File: src/rtl/ntt_sched.sv
// ntt_sched: job sequencer for host load, ping-pong NTT stages and host unload
module ntt_sched #(
  parameter int N = 256,
  parameter int LOGN = 8,
  parameter int AW = 7,
  parameter int BFU_LAT = 6
) (
  input  logic          clk,
  input  logic          reset,
  input  logic          start,
  output logic          busy,
  output logic          done,
  input  logic          ld_valid,
  output logic          ld_ready,
  output logic          ul_valid,
  input  logic          ul_ready,
  output logic          host_we,
  output logic          host_pair,
  output logic          host_bank,
  output logic [AW-1:0] host_addr,
  output logic          bfu_en,
  output logic [AW-1:0] rd_addr,
  output logic          rd_sel,
  output logic [4:0]    stage,
  output logic          stage_start
);
  localparam int DW = $clog2(BFU_LAT) + 1;
  localparam logic [LOGN-1:0] C_LAST = LOGN'(N - 1);
  localparam logic [AW-1:0] A_LAST = AW'(N / 2 - 1);
  localparam logic [DW-1:0] D_LAST = DW'(BFU_LAT - 1);
  localparam logic [4:0] S_LAST = 5'(LOGN);
  typedef enum logic [2:0] {IDLE, LOAD, RUN, DRAIN, UNLOAD, DONE} state_t;
  state_t state, state_n;
  logic [LOGN-1:0] c, c_n;
  logic [AW-1:0] a_n;
  logic [4:0] stage_n;
  logic sel_n;
  logic [DW-1:0] d, d_n;
  assign host_bank = c[LOGN-1];
  assign host_addr = c[AW-1:0];
  assign host_we = ld_valid & ld_ready;
  // state and counters; status flags are registered from next-state values
  always_ff @(posedge clk) begin
    if (reset) begin
      state <= IDLE;
      c <= '0;
      rd_addr <= '0;
      stage <= '0;
      rd_sel <= 1'b0;
      d <= '0;
      busy <= 1'b0;
      done <= 1'b0;
      ld_ready <= 1'b0;
      ul_valid <= 1'b0;
      bfu_en <= 1'b0;
      stage_start <= 1'b0;
      host_pair <= 1'b0;
    end else begin
      state <= state_n;
      c <= c_n;
      rd_addr <= a_n;
      stage <= stage_n;
      rd_sel <= sel_n;
      d <= d_n;
      busy <= state_n != IDLE;
      done <= state_n == DONE;
      ld_ready <= state_n == LOAD;
      ul_valid <= state_n == UNLOAD;
      bfu_en <= state_n == RUN;
      stage_start <= state_n == RUN && a_n == '0;
      host_pair <= state_n == UNLOAD && sel_n;
    end
  end
  // next-state: load beats, per-stage issue sweep, drain wait, unload beats
  always_comb begin
    state_n = state;
    c_n = c;
    a_n = rd_addr;
    stage_n = stage;
    sel_n = rd_sel;
    d_n = d;
    case (state)
      IDLE: if (start) begin
        state_n = LOAD;
        c_n = '0;
      end
      LOAD: if (ld_valid) begin
        c_n = c + 1'b1;
        if (c == C_LAST) begin
          state_n = RUN;
          stage_n = 5'd1;
          sel_n = 1'b0;
          a_n = '0;
        end
      end
      RUN: begin
        a_n = rd_addr + 1'b1;
        if (rd_addr == A_LAST) begin
          state_n = DRAIN;
          d_n = '0;
        end
      end
      DRAIN: begin
        d_n = d + 1'b1;
        if (d == D_LAST) begin
          sel_n = !rd_sel;
          a_n = '0;
          if (stage == S_LAST) begin
            state_n = UNLOAD;
            c_n = '0;
            stage_n = '0;
          end else begin
            state_n = RUN;
            stage_n = stage + 5'd1;
          end
        end
      end
      UNLOAD: if (ul_ready) begin
        c_n = c + 1'b1;
        if (c == C_LAST) state_n = DONE;
      end
      DONE: begin
        state_n = IDLE;
        sel_n = 1'b0;
      end
      default: state_n = IDLE;
    endcase
  end
endmodule

File: config.mk
export PLATFORM = sky130hd
export DESIGN_NAME = ntt_sched
export DESIGN_NICKNAME = d
export VERILOG_FILES = /design/src/rtl/ntt_sched.sv
export SDC_FILE = /design/constraint.sdc
export NUM_CORES = 1
export LEC_CHECK = 0
export ABC_CLOCK_PERIOD_IN_PS = 1900
export BUFFER_PORTS_ARGS = -buffer_cell sky130_fd_sc_hd__buf_4
export CORE_MARGIN = 3
export CORE_UTILIZATION = 47
export CTS_CLUSTER_DIAMETER = 40
export DETAILED_ROUTE_END_ITERATION = 7
export PLACE_DENSITY = 0.8
export SYNTH_ARGS = -nofsm -noshare
export SYNTH_HDL_FRONTEND = slang
export SYNTH_SLANG_ARGS = --single-unit
File: constraint.sdc
create_clock -name clk -period 1.9 [get_ports clk]
set_input_delay 0.38 -clock clk [delete_from_list [all_inputs] [get_ports clk]]
set_output_delay 0.38 -clock clk [all_outputs]
set_load 0.02 [all_outputs]
# After elaboration in Yosys (flattened, before gate mapping)
# Cells that the tools add are included.
dict set report totals {
  reg_bits 35
  in_bits 5
  out_inout_bits 29
  word_cells 80
}
dict set report op_classes {
  n_addsub 4
  n_eq_ne 20
  muxes 30
  bitwise 1
  reduce_logical 12
}
# cell n
set ops {}
lappend ops {{two-way mux 8 bit} 5}
lappend ops {{one-hot mux 8 bit (4 select lines)} 1}
lappend ops {{two-way mux 3 bit} 8}
lappend ops {{two-way mux 7 bit} 3}
lappend ops {{one-hot mux 7 bit (3 select lines)} 1}
lappend ops {{two-way mux 5 bit} 4}
lappend ops {{one-hot mux 3 bit (5 select lines)} 1}
lappend ops {{inequality test 2 bit, second input constant} 7}
lappend ops {{equality test 3 bit, second input constant} 4}
lappend ops {{one-hot mux 5 bit (2 select lines)} 1}
lappend ops {{equality test 3 x 2 -> 1 bit, second input constant} 3}
lappend ops {{adder 8 x 1 -> 8 bit, second input constant} 1}
lappend ops {{equality test 8 bit, second input constant} 1}
lappend ops {{one-hot mux 4 bit (2 select lines)} 1}
lappend ops {{adder 7 x 1 -> 7 bit, second input constant} 1}
lappend ops {{equality test 7 bit, second input constant} 1}
lappend ops {{logical NOT 7 bit} 1}
lappend ops {{equality test 3 x 1 -> 1 bit, second input constant} 2}
lappend ops {{AND reduction 6 bit} 1}
lappend ops {{adder 5 x 1 -> 5 bit, second input constant} 1}
lappend ops {{equality test 5 x 4 -> 1 bit, second input constant} 1}
lappend ops {{adder 4 x 1 -> 4 bit, second input constant} 1}
lappend ops {{equality test 4 x 3 -> 1 bit, second input constant} 1}
lappend ops {{two-way mux 4 bit} 1}
lappend ops {{other kinds (11)} 15}

# Logic depth before layout (Yosys ltp)
# Gate-level depths: netlist of run 1.
dict set report depth {
  depth_word 6
  ltp_mapped 7
  mapped_depth_nobuf 7
}

# Worst setup path after synthesis of run 1
# OpenSTA, ideal clock, no wires.
dict set report synth_path {
  path_type {reg-to-reg}
  from {register c[0]}
  to {register stage_start}
  setup_time_ps 87
  arrival_time_ps 1959
  t_required_ps 1813
  path_slack_ps -146
  path_stages_with_launch 7
  n_path_buf 0
  period_less_slack_ps 2046
  cell_sequence {dfxtp_1 ha_1 nand4_1 o31ai_2 o2bb2ai_1 nor4_4 nor4b_2}
}
dict set report synth_via {
  elab_chain_len 6
  elab_cells_between_ends 12
  cone_classes {2 x eq/ne; 8 x mux; 2 x reduce/logical}
}
# item line
set synth_rtl {}
lappend synth_rtl {{start: declaration} 34} ;# logic [LOGN-1:0] c, c_n;
lappend synth_rtl {{start signal: assignment} 60} ;# c <= c_n;
lappend synth_rtl {{equality test 8 bit *} {89, 120}}
lappend synth_rtl {{two-way mux 3 bit (tied with other cells)} 120} ;# if (c == C_LAST) state_n = DONE;
lappend synth_rtl {{two-way mux 3 bit (tied with other cells)} 118} ;# UNLOAD: if (ul_ready) begin
lappend synth_rtl {{one-hot mux 3 bit (5 select lines) or one-hot mux 7 bit (3 select lines) (tied branches)} 82} ;# case (state)
lappend synth_rtl {{equality test 3 x 2 -> 1 bit or logical NOT 7 bit (tied branches)} 70} ;# stage_start <= state_n == RUN && a_n == '0;
lappend synth_rtl {{logical AND 1 bit *} 70}
lappend synth_rtl {{end signal: assignment} 56} ;# stage_start <= 1'b0;
lappend synth_rtl {{end signal: assignment} 70}
lappend synth_rtl {{end: declaration} 25} ;# output logic stage_start
# Every way passes the cells marked *; elsewhere a longest branch is shown, timed or not.
# A chain may end at the register's enable or synchronous reset.

# Worst setup path in the final report of run 1
dict set report layout_path {
  from {register stage[0]}
  to {register c[7]}
}
dict set report layout_via {
  elab_chain_len 3
}
# item line
set layout_rtl {}
lappend layout_rtl {{start: declaration} 24} ;# output logic [4:0] stage,
lappend layout_rtl {{start signal: assignment} 62} ;# stage <= stage_n;
lappend layout_rtl {{equality test 5 x 4 -> 1 bit} 108} ;# if (stage == S_LAST) begin
lappend layout_rtl {{inequality test 2 bit (no line)} n/a}
lappend layout_rtl {{AND reduction 6 bit (no line)} n/a}
# Every way passes these cells.

==> impl_metrics.py, run 1 <==
metrics = {
    "run_status": {
        "status": "complete, no violations",
    },
    "synth": {
        "synth_edf_count": 0,
        "synth_commonest_cells": "dfxtp_1, nor2_1, a21oi_1",
        "synthSimpleGateAreaFrac": 0.312,
        "seq_area_frac_synth": 0.368,
        "synth_compound_area_frac": 0.206,
        "synth.mux.area_fraction": 0.00526,
        "synth_most_common_cell": "dfxtp_1",
        "yosysTopAreaCellShare": 0.368,
        "postSynthAreaPerCell_um2": 8.53,
        "synth_top_family_by_area": "simple AND/OR/NAND/NOR gates",
        "synth-xor-area-share": 0.0322,
        "synthArstFlopShare": 0,
        "synth-seq-cells": 35,
        "synth_ff_type": "dfxtp_1",
        "synthAdderAreaFrac": 0.0395,
        "synth_area_leaders": "dfxtp_1, nor2_1, a21oi_1",
        "ys_types": 56,
        "syn-cell-area_um2": 1900,
        "synth_nets": 234,
        "yosysWarnings": 0,
        "synthCells": 223,
        "yosysTopAreaCell": "dfxtp_1",
    },
    "setup_path": {
        "worstSetupStartpoint": "stage[0]$_SDFFE_PP0P_",
        "worstReg2RegStart": "stage[0]$_SDFFE_PP0P_",
        "critPathMaxStageDelay_ns": 0.51,
        "crit_chain": "inv_1 -> ha_1 -> and4bb_2 -> a21bo_2 -> o21ai_2 -> or4_4 -> a21oi_2",
        "crit_type": "register to register",
        "worstPathRequired_ns": 2.12,
        "cp-start-kind": "register",
        "end_kind": "register",
        "worst_ep_arrival_time_ns": 2.02,
        "path_max_fanout": 5,
        "crit_family": "simple AND/OR/NAND/NOR gates",
        "cp_slowest_cell": "or4_4",
        "worst-path-buf-inv": 1,
    },
    "timing": {
        "relSlewSlack": 0.646,
        "max_freq_mhz": 557,
        "tightestPinTransition_ns": 0.530,
        "holdWs_ns": 0.452,
        "rsz0062_at_grt": "no",
        "hold_viol_final": 0,
        "final-setup-viol-count": 0,
        "skew_ns": 0.00736,
        "period_needed_ns": 1.79,
        "fin_crit_sh": 0.944,
        "fin_ws_ns": 0.106,
        "fin_tns_setup_ns": 0,
        "slew_violations": 0,
    },
    "finish": {
        "fin_nets": 283,
        "drive_above_1_share": 0.297,
        "area_growth_pct": 27.8,
        "diodes": 0,
    },
    "drt": {
        "viasPerCell": 5.60,
        "drt-initial-drc-count": 137,
        "vias": 1799,
        "wl_mm": 4.43,
        "detail-route-antenna-nets": 0,
        "drt-pass1-iter-count": 4,
        "drc_errors": 0,
        "wl_per_cell_um": 13.8,
    },
    "worst_hold_path": {
        "hp-class": "input pin to register",
        "holdCritStartpoint": "reset",
    },
    "floorplan": {
        "die_x_um": 69.6,
        "core_um2": 3770,
        "dieArea_um2": 4850,
        "initial_core_util": 0.504,
        "ioPinCount": 34,
        "rows": 22,
        "die_h_um": 69.6,
    },
    "global_route": {
        "grt_max_degree": 25,
        "grt.total_usage": 0.182,
        "antenna_found_initial": 0,
        "globalRouteOverflowTotal": 0,
        "grt_pass1_vias": 1583,
        "grt_pass1_wl_mm": 7.39,
    },
    "cts": {
        "cts_tree": "built",
        "clkSinkCount": 35,
        "clock_tree.root_cell": "clkbuf_8",
        "clk_pin_slew_worst_paths_ns": 0.07,
        "clock_latency_ns": 0.28,
        "h-tree-depth": 2,
        "cts_buffers": 5,
        "max-clock-path-buffers": 2,
    },
    "place": {
        "finalWeightedCongestion": 0.986,
        "port_buffers": 33,
        "dp_slack_ns": 0.0204,
        "place_hpwl_mm": 3.28,
    },
    "pwr": {
        "power.density_nw_per_um2": 600,
        "p_leak_nw": 1.00,
        "power_w": 0.00146,
        "vdd_ir_drop_max_mv": 0.419,
    },
    "flow_run": {
        "maxCapViolCount": 0,
    },
}
==> worst paths after layout <==
path                                end  cells past startpoint  slack, ns
setup / recovery      c[7]$_SDFFE_PP0P_                      7       0.11
hold / removal    rd_addr[1]$_SDFF_PP0_                      2       0.45
setup reg to reg      c[7]$_SDFFE_PP0P_                      7       0.11
hold reg to reg   stage[0]$_SDFFE_PP0P_                      2       0.50
==> registers in the layout, indices dropped and copies added (netlist names), 3 cells and up <==
register,count
c,8
stage,5
state,3
d,4
rd_addr,7
==> cell usage in the layout, fill, tap and decap left out, types with 4 or more instances in the layout <==
cell       n
inv_1      6
ha_1       5
nand3_1   11
clkbuf_8   7
dfxtp_2    4
a21oi_1   15
dfxtp_1   31
buf_4     52
nand2_1   14
nand4_1    5
nor3_1     6
or3_1      4
xor2_1     6
o21ai_0   11
nor2_1    25
and3_1     5
and2_1     4
==> per-layer routing <==
metal | global-route usage | up-vias | share of wire
li1 | - | 919 | -
met5 | 0 | - | 0
met1 | 0.264 | 842 | 0.49
met4 | 0.0511 | 0 | 0.0090
met2 | 0.273 | 31 | 0.45
met3 | 0.0377 | 7 | 0.045
==> per-stage QoR <==
stage,instances,utilization,cell area [µm²]
after CTS,321,0.641,2420
after floorplan,223,-,1910
after global placement,313,0.614,2320
after global routing,321,0.644,2430
final,321,0.644,2430
after detailed placement,313,0.614,2320
==> cell families (layout without fill, tap and decap cells) <==
kind of cell,Yosys count,after routing
multiplexers,1,1
adder cells (fa/ha/maj),6,6
AND/OR/NAND/NOR,100,100
buffers and inverters,16,66
flip-flops,35,35
XOR/XNOR,7,7
AO/OA/AOI/OAI,58,58
==> cell type report <==
type	instances	area (µm²)
Timing Repair Buffer	52	390
Clock buffer	8	100
Sequential cell	35	706
Multi-Input combinational cell	172	1150
Tap cell	48	60.1
Inverter	6	22.5
Fill cell	313	1340
==> worst register-to-register path: stages (launching register included) <==
cell and delay [ns]:
dfxtp_1 0.31, inv_1 0.08, ha_1 0.14, and4bb_2 0.28, a21bo_2 0.19, o21ai_2 0.08, or4_4 0.51, a21oi_2 0.13
==> report_power, final <==
part	total, W	leakage (nW)	internal, W	switching, W
combinational	0.000123	0.666	0.0000523	0.0000705
sequential	0.000750	0.285	0.000743	0.00000719
clock	0.000585	0.0515	0.000331	0.000254
total	0.00146	1.00	0.00113	0.000332
==> what timing repair did <==
action / 4_1_cts / 5_1_grt
hold buffers: 0 / 0
resized for setup: 0 / 7
setup buffers: 0 / 0
endpoints found under the setup margin: 0 / 15
Power figures use the tool's default switching activity.
==> inputs of run 2 (changes only) <==
--- a/config.mk
+++ b/config.mk
@@ -6,7 +6,7 @@
 export NUM_CORES = 1
 export LEC_CHECK = 0
 export ABC_CLOCK_PERIOD_IN_PS = 1900
-export BUFFER_PORTS_ARGS = -buffer_cell sky130_fd_sc_hd__buf_4
+export BUFFER_PORTS_ARGS = -buffer_cell sky130_fd_sc_hd__buf_2
 export CORE_MARGIN = 3
 export CORE_UTILIZATION = 47
 export CTS_CLUSTER_DIAMETER = 40
==> run 2 against run 1 <==
Non-clock buffer count grew 3. Cell area shrank 2.9%. Clock power shrank 8.4%. Global-route usage up 1.5 points. Critical endpoint is now stage_start$_SDFF_PP0_. Sequential cell count did not move. Routed wire length increased by 3.6%. Count of clock-buffer cells in the layout is 2 lower. Sequential share of layout area increased by 0.88 points. Critical path type unchanged. Fmax down 2.5%.
==> impl_metrics.py, run 2 (synthesis results as in run 1) <==
metrics = {
    "run_status": {
        "status": "complete, no violations",
    },
    "global_route": {
        "use_met2": 0.305,
        "use_met1": 0.266,
        "top_usage_layer": "met2",
        "globalRouteOverflowTotal": 0,
        "grt_max_degree": 14,
        "grt_pass1_vias": 1699,
        "use_met3": 0.0406,
        "grt_pass1_wl_mm": 7.89,
        "antenna_found_initial": 0,
        "grt.total_usage": 0.197,
    },
    "place": {
        "place_hpwl_mm": 3.47,
        "port_buffers": 33,
        "finalWeightedCongestion": 0.978,
        "placed_area_um2": 2260,
        "dp_slack_ns": 0.00918,
    },
    "cts": {
        "max-clock-path-buffers": 2,
        "clkSinkCount": 35,
        "h-tree-depth": 2,
        "clock_tree.root_cell": "clkbuf_8",
        "cts_tree": "built",
        "cts_buffers": 5,
        "clock_latency_ns": 0.28,
        "clk_pin_slew_worst_paths_ns": 0.06,
        "hold_buffers": 0,
    },
    "finish": {
        "seqCellArea_um2": 706,
        "final_cell_mix": "buf_2, dfxtp_1, nor2_1",
        "final_common_cell": "buf_2",
        "multi_input_area_um2": 1150,
        "final_area_um2": 2360,
        "largest_reg_flops": 8,
        "drive_above_1_share": 0.305,
        "area_growth_pct": 24.0,
        "top_register": "c",
        "diodes": 0,
        "reg.largest.list": "c (8), rd_addr (7), stage (5)",
        "fin_nets": 286,
        "fillers": 335,
    },
    "timing": {
        "fin_ws_ns": 0.0609,
        "rsz0062_at_grt": "yes",
        "final-setup-viol-count": 0,
        "relSlewSlack": 0.705,
        "period_needed_ns": 1.84,
        "tightestPinTransition_ns": 0.442,
        "fin_crit_sh": 0.968,
        "slew_violations": 0,
        "max_freq_mhz": 544,
        "hold_viol_final": 0,
        "skew_ns": 0.00643,
    },
    "setup_path": {
        "crit_type": "register to register",
        "worstPathRequired_ns": 2.10,
        "path_max_fanout": 7,
        "cp-start-kind": "register",
        "worst_ep_arrival_time_ns": 2.04,
        "end_kind": "register",
    },
    "floorplan": {
        "die_x_um": 69.6,
        "rows": 22,
        "initial_core_util": 0.504,
        "dieArea_um2": 4850,
        "ioPinCount": 34,
        "core_um2": 3770,
        "die_h_um": 69.6,
    },
    "drt": {
        "vias": 1873,
        "drt-initial-drc-count": 100,
        "detail-route-antenna-nets": 0,
        "wl_per_cell_um": 14.2,
        "wl_mm": 4.59,
        "viasPerCell": 5.80,
        "drt-pass1-iter-count": 4,
        "drc_errors": 0,
    },
    "worst_hold_path": {
        "hp-class": "input pin to register",
    },
    "pwr": {
        "vdd_ir_drop_max_mv": 0.529,
        "power.density_nw_per_um2": 598,
        "p_leak_nw": 1.01,
    },
    "flow_run": {
        "maxCapViolCount": 0,
    },
}
## run 2: critical path: stages, from the launching register on
cell and delay [ns]:
dfxtp_2 0.33, ha_1 0.20, nand4_1 0.12, or4_4 0.55, a21boi_1 0.19, nor4_4 0.15, nor4b_2 0.22
## run 2: metrics by stage
step | TNS [ns] | power [W] | util | hold WS [ns] | instances
floorplan | 0 | 0.000835 | - | 0.454 | 223
global placement | 0 | 0.000885 | 0.599 | 0.475 | 316
detailed placement | 0 | 0.000886 | 0.599 | 0.488 | 316
CTS | 0 | 0.00142 | 0.623 | 0.405 | 323
global route | -0.0269 | 0.00146 | 0.625 | 0.443 | 323
finish | 0 | 0.00141 | 0.625 | 0.418 | 323
## run 2: path summary, 6_finish.rpt
path | from | to | slack, ns | depth (start not counted)
min | reset | d[1]$_SDFFE_PP0P_ | 0.42 | 2
max | c[0]$_SDFFE_PP0P_ | stage_start$_SDFF_PP0_ | 0.06 | 6
min reg2reg | stage[0]$_SDFFE_PP0P_ | stage[0]$_SDFFE_PP0P_ | 0.49 | 2
max reg2reg | c[0]$_SDFFE_PP0P_ | stage_start$_SDFF_PP0_ | 0.06 | 6
## run 2: area by class of cell
class                   instances  area share
repair buffers                 55       0.140
clock inverters                 1     0.00212
well taps                      48      0.0255
inverters                       6     0.00955
clock buffers                   6      0.0350
flip-flops and latches         35       0.299
multi-input cells             172       0.489
## run 2: timing repair
action | 4_1_cts | 5_1_grt
endpoints found under the setup margin | 1 | 16
pin swaps | 0 | 0
resized for setup | 1 | 6
endpoints found under the hold margin | 0 | 0
setup buffers | 0 | 0
## run 2: power breakdown
part           total (W)  internal, W  switching [W]
Sequential      0.000750     0.000743     0.00000677
Clock           0.000536     0.000284       0.000252
Combinational   0.000124    0.0000492      0.0000746
Total            0.00141      0.00108       0.000333
## run 2: metal layers
layer	wire [µm]	vias to the layer above
li1	-	920
met1	2100	894
met2	2150	51
met3	258	8
met4	85	0
met5	0	-
==> inputs of run 3 (changes only) <==
==> constraint.sdc (replaced) <==
create_clock -name clk -period 1.9 [get_ports clk]
set_input_delay 0.19 -clock clk [delete_from_list [all_inputs] [get_ports clk]]
set_output_delay 0.19 -clock clk [all_outputs]
set_load 0.02 [all_outputs]
==> run 3 against run 2 <==
Cell area grew 4.2%. Register-to-register slack worse by 0.06 ns. Highest routed layer unchanged. Critical path depth unchanged. Clock skew about the same. Core utilization grew 2.6 points.
==> impl_metrics.py, run 3 (synthesis results as in run 1) <==
metrics = {
    "run_status": {
        "status": "complete, no violations",
    },
    "finish": {
        "final_cell_mix": "buf_2, dfxtp_1, buf_4",
        "final_common_cell": "buf_2",
        "final_area_um2": 2460,
        "finalCoreUtilization": 0.652,
        "multi_input_area_um2": 1210,
        "seqCellArea_um2": 704,
        "fin_nets": 290,
        "fillers": 308,
        "largest_reg_flops": 8,
        "reg.largest.list": "c (8), rd_addr (7), stage (5)",
        "drive_above_1_share": 0.325,
        "final_cells": 328,
        "diodes": 0,
        "top_register": "c",
        "area_growth_pct": 29.2,
    },
    "pwr": {
        "switching_power_w": 0.000340,
        "internal_power_w": 0.00113,
        "comb_power_share": 0.089,
        "p_leak_nw": 1.06,
        "power.density_nw_per_um2": 597,
        "switching_share": 0.232,
        "vdd_ir_drop_max_mv": 0.535,
        "power_frac_seq": 0.512,
        "power_w": 0.00147,
        "p_clk_frac": 0.398,
    },
    "global_route": {
        "use_met1": 0.265,
        "grt.total_usage": 0.193,
        "grt_pass1_wl_mm": 7.85,
        "use_met2": 0.307,
        "grt_max_degree": 15,
        "antenna_found_initial": 0,
        "grt_pass1_vias": 1692,
        "top_usage_layer": "met2",
        "use_met3": 0.0391,
        "globalRouteOverflowTotal": 0,
    },
    "cts": {
        "hold_buffers": 0,
        "clock_latency_ns": 0.28,
        "cts_buffers": 5,
        "clkSinkCount": 35,
        "clock_tree.root_cell": "clkbuf_8",
        "max-clock-path-buffers": 2,
        "clk_pin_slew_worst_paths_ns": 0.07,
        "cts_tree": "built",
        "h-tree-depth": 2,
    },
    "floorplan": {
        "die_h_um": 69.6,
        "ioPinCount": 34,
        "initial_core_util": 0.504,
        "rows": 22,
        "dieArea_um2": 4850,
        "core_um2": 3770,
        "die_x_um": 69.6,
    },
    "place": {
        "placed_area_um2": 2260,
        "port_buffers": 33,
        "finalWeightedCongestion": 0.898,
        "place_hpwl_mm": 3.53,
        "post-place-cells": 317,
    },
    "drt": {
        "wl_mm": 4.88,
        "drc_errors": 0,
        "wl_per_cell_um": 14.9,
        "viasPerCell": 5.78,
        "drt-pass1-iter-count": 4,
        "detail-route-antenna-nets": 0,
        "drt-initial-drc-count": 95,
        "vias": 1896,
    },
    "timing": {
        "fin_crit_sh": 0.999,
        "rsz0062_at_grt": "yes",
        "period_needed_ns": 1.90,
        "relSlewSlack": 0.752,
        "max_freq_mhz": 527,
        "fin_tns_setup_ns": 0,
        "tightestPinTransition_ns": 0.367,
        "skew_ns": 0.00651,
        "slew_violations": 0,
        "hold_viol_final": 0,
        "final-setup-viol-count": 0,
    },
    "setup_path": {
        "path_max_fanout": 6,
        "end_kind": "register",
        "worstReg2RegStart": "c[1]$_SDFFE_PP0P_",
        "worstPathRequired_ns": 2.09,
        "crit_path_end": "stage_start$_SDFF_PP0_",
        "r2r_setup_slack_ns": 0.001,
        "worst_ep_arrival_time_ns": 2.09,
        "worstSetupStartpoint": "c[1]$_SDFFE_PP0P_",
        "cp-start-kind": "register",
        "crit_type": "register to register",
        "ff2ff_path_depth": 6,
        "worst_r2r_endpoint": "stage_start$_SDFF_PP0_",
    },
    "worst_hold_path": {
        "hp-class": "input pin to register",
        "min_path_cells": 2,
        "holdCritStartpoint": "reset",
    },
    "flow_run": {
        "maxCapViolCount": 0,
    },
}
## run 3: final cells by class
class | instances | share of cell area
inverter | 6 | 0.00916
timing repair buffer | 59 | 0.147
clock buffer | 8 | 0.0407
tap | 48 | 0.0244
sequential | 35 | 0.287
multi-input combinational | 172 | 0.492
## run 3: stage by stage
stage	hold WS [ns]	worst slack [ns]
4_1_cts	0.225	0.00531
6_report	0.233	0.00113
5_1_grt	0.246	-0.0679
3_3_place_gp	0.481	0.0920
2_1_floorplan	0.264	0.0153
3_5_place_dp	0.482	-0.0569
## run 3: routing by layer
metal / wire length (µm) / part of all wire / vias up
met1: 2290 / 0.47 / 912
met5: 0 / 0 / -
met4: 52 / 0.011 / 0
met3: 176 / 0.036 / 6
met2: 2360 / 0.48 / 47
li1: - / - / 931
## run 3: worst max-delay path: stages, from the launching register on
cell      delay [ns]
dfxtp_2         0.35
ha_4            0.14
nand4_1         0.10
or4_4           0.57
a21boi_4        0.18
nor4_4          0.24
nor4b_4         0.23
## run 3: worst min-delay path by stage
| stage | to | slack [ns] |
|---|---|---|
| finish | rd_addr[1]$_SDFF_PP0_ | 0.23 |
| global route | rd_addr[1]$_SDFF_PP0_ | 0.25 |
| CTS | rd_addr[1]$_SDFF_PP0_ | 0.23 |
| detailed placement | stage[0]$_SDFFE_PP0P_ | 0.48 |
| global placement | stage[0]$_SDFFE_PP0P_ | 0.48 |
| floorplan | bfu_en$_SDFF_PP0_ | 0.26 |
## run 3: what timing repair did
action / CTS / global route
pin swaps: 0 / 4
resized for setup: 2 / 13
endpoints found under the setup margin: 1 / 17
buffers inserted: 0 / 3
## run 3: power by group through the flow
| stage | registers, W | clock network [W] | logic (W) |
|---|---|---|---|
| after global placement | 0.000766 | 0 | 0.000118 |
| after detailed placement | 0.000767 | 0 | 0.000119 |
| after floorplan | 0.000775 | 0 | 0.0000598 |
| after global routing | 0.000752 | 0.000621 | 0.000141 |
| final | 0.000752 | 0.000584 | 0.000131 |
| after CTS | 0.000750 | 0.000591 | 0.000120 |
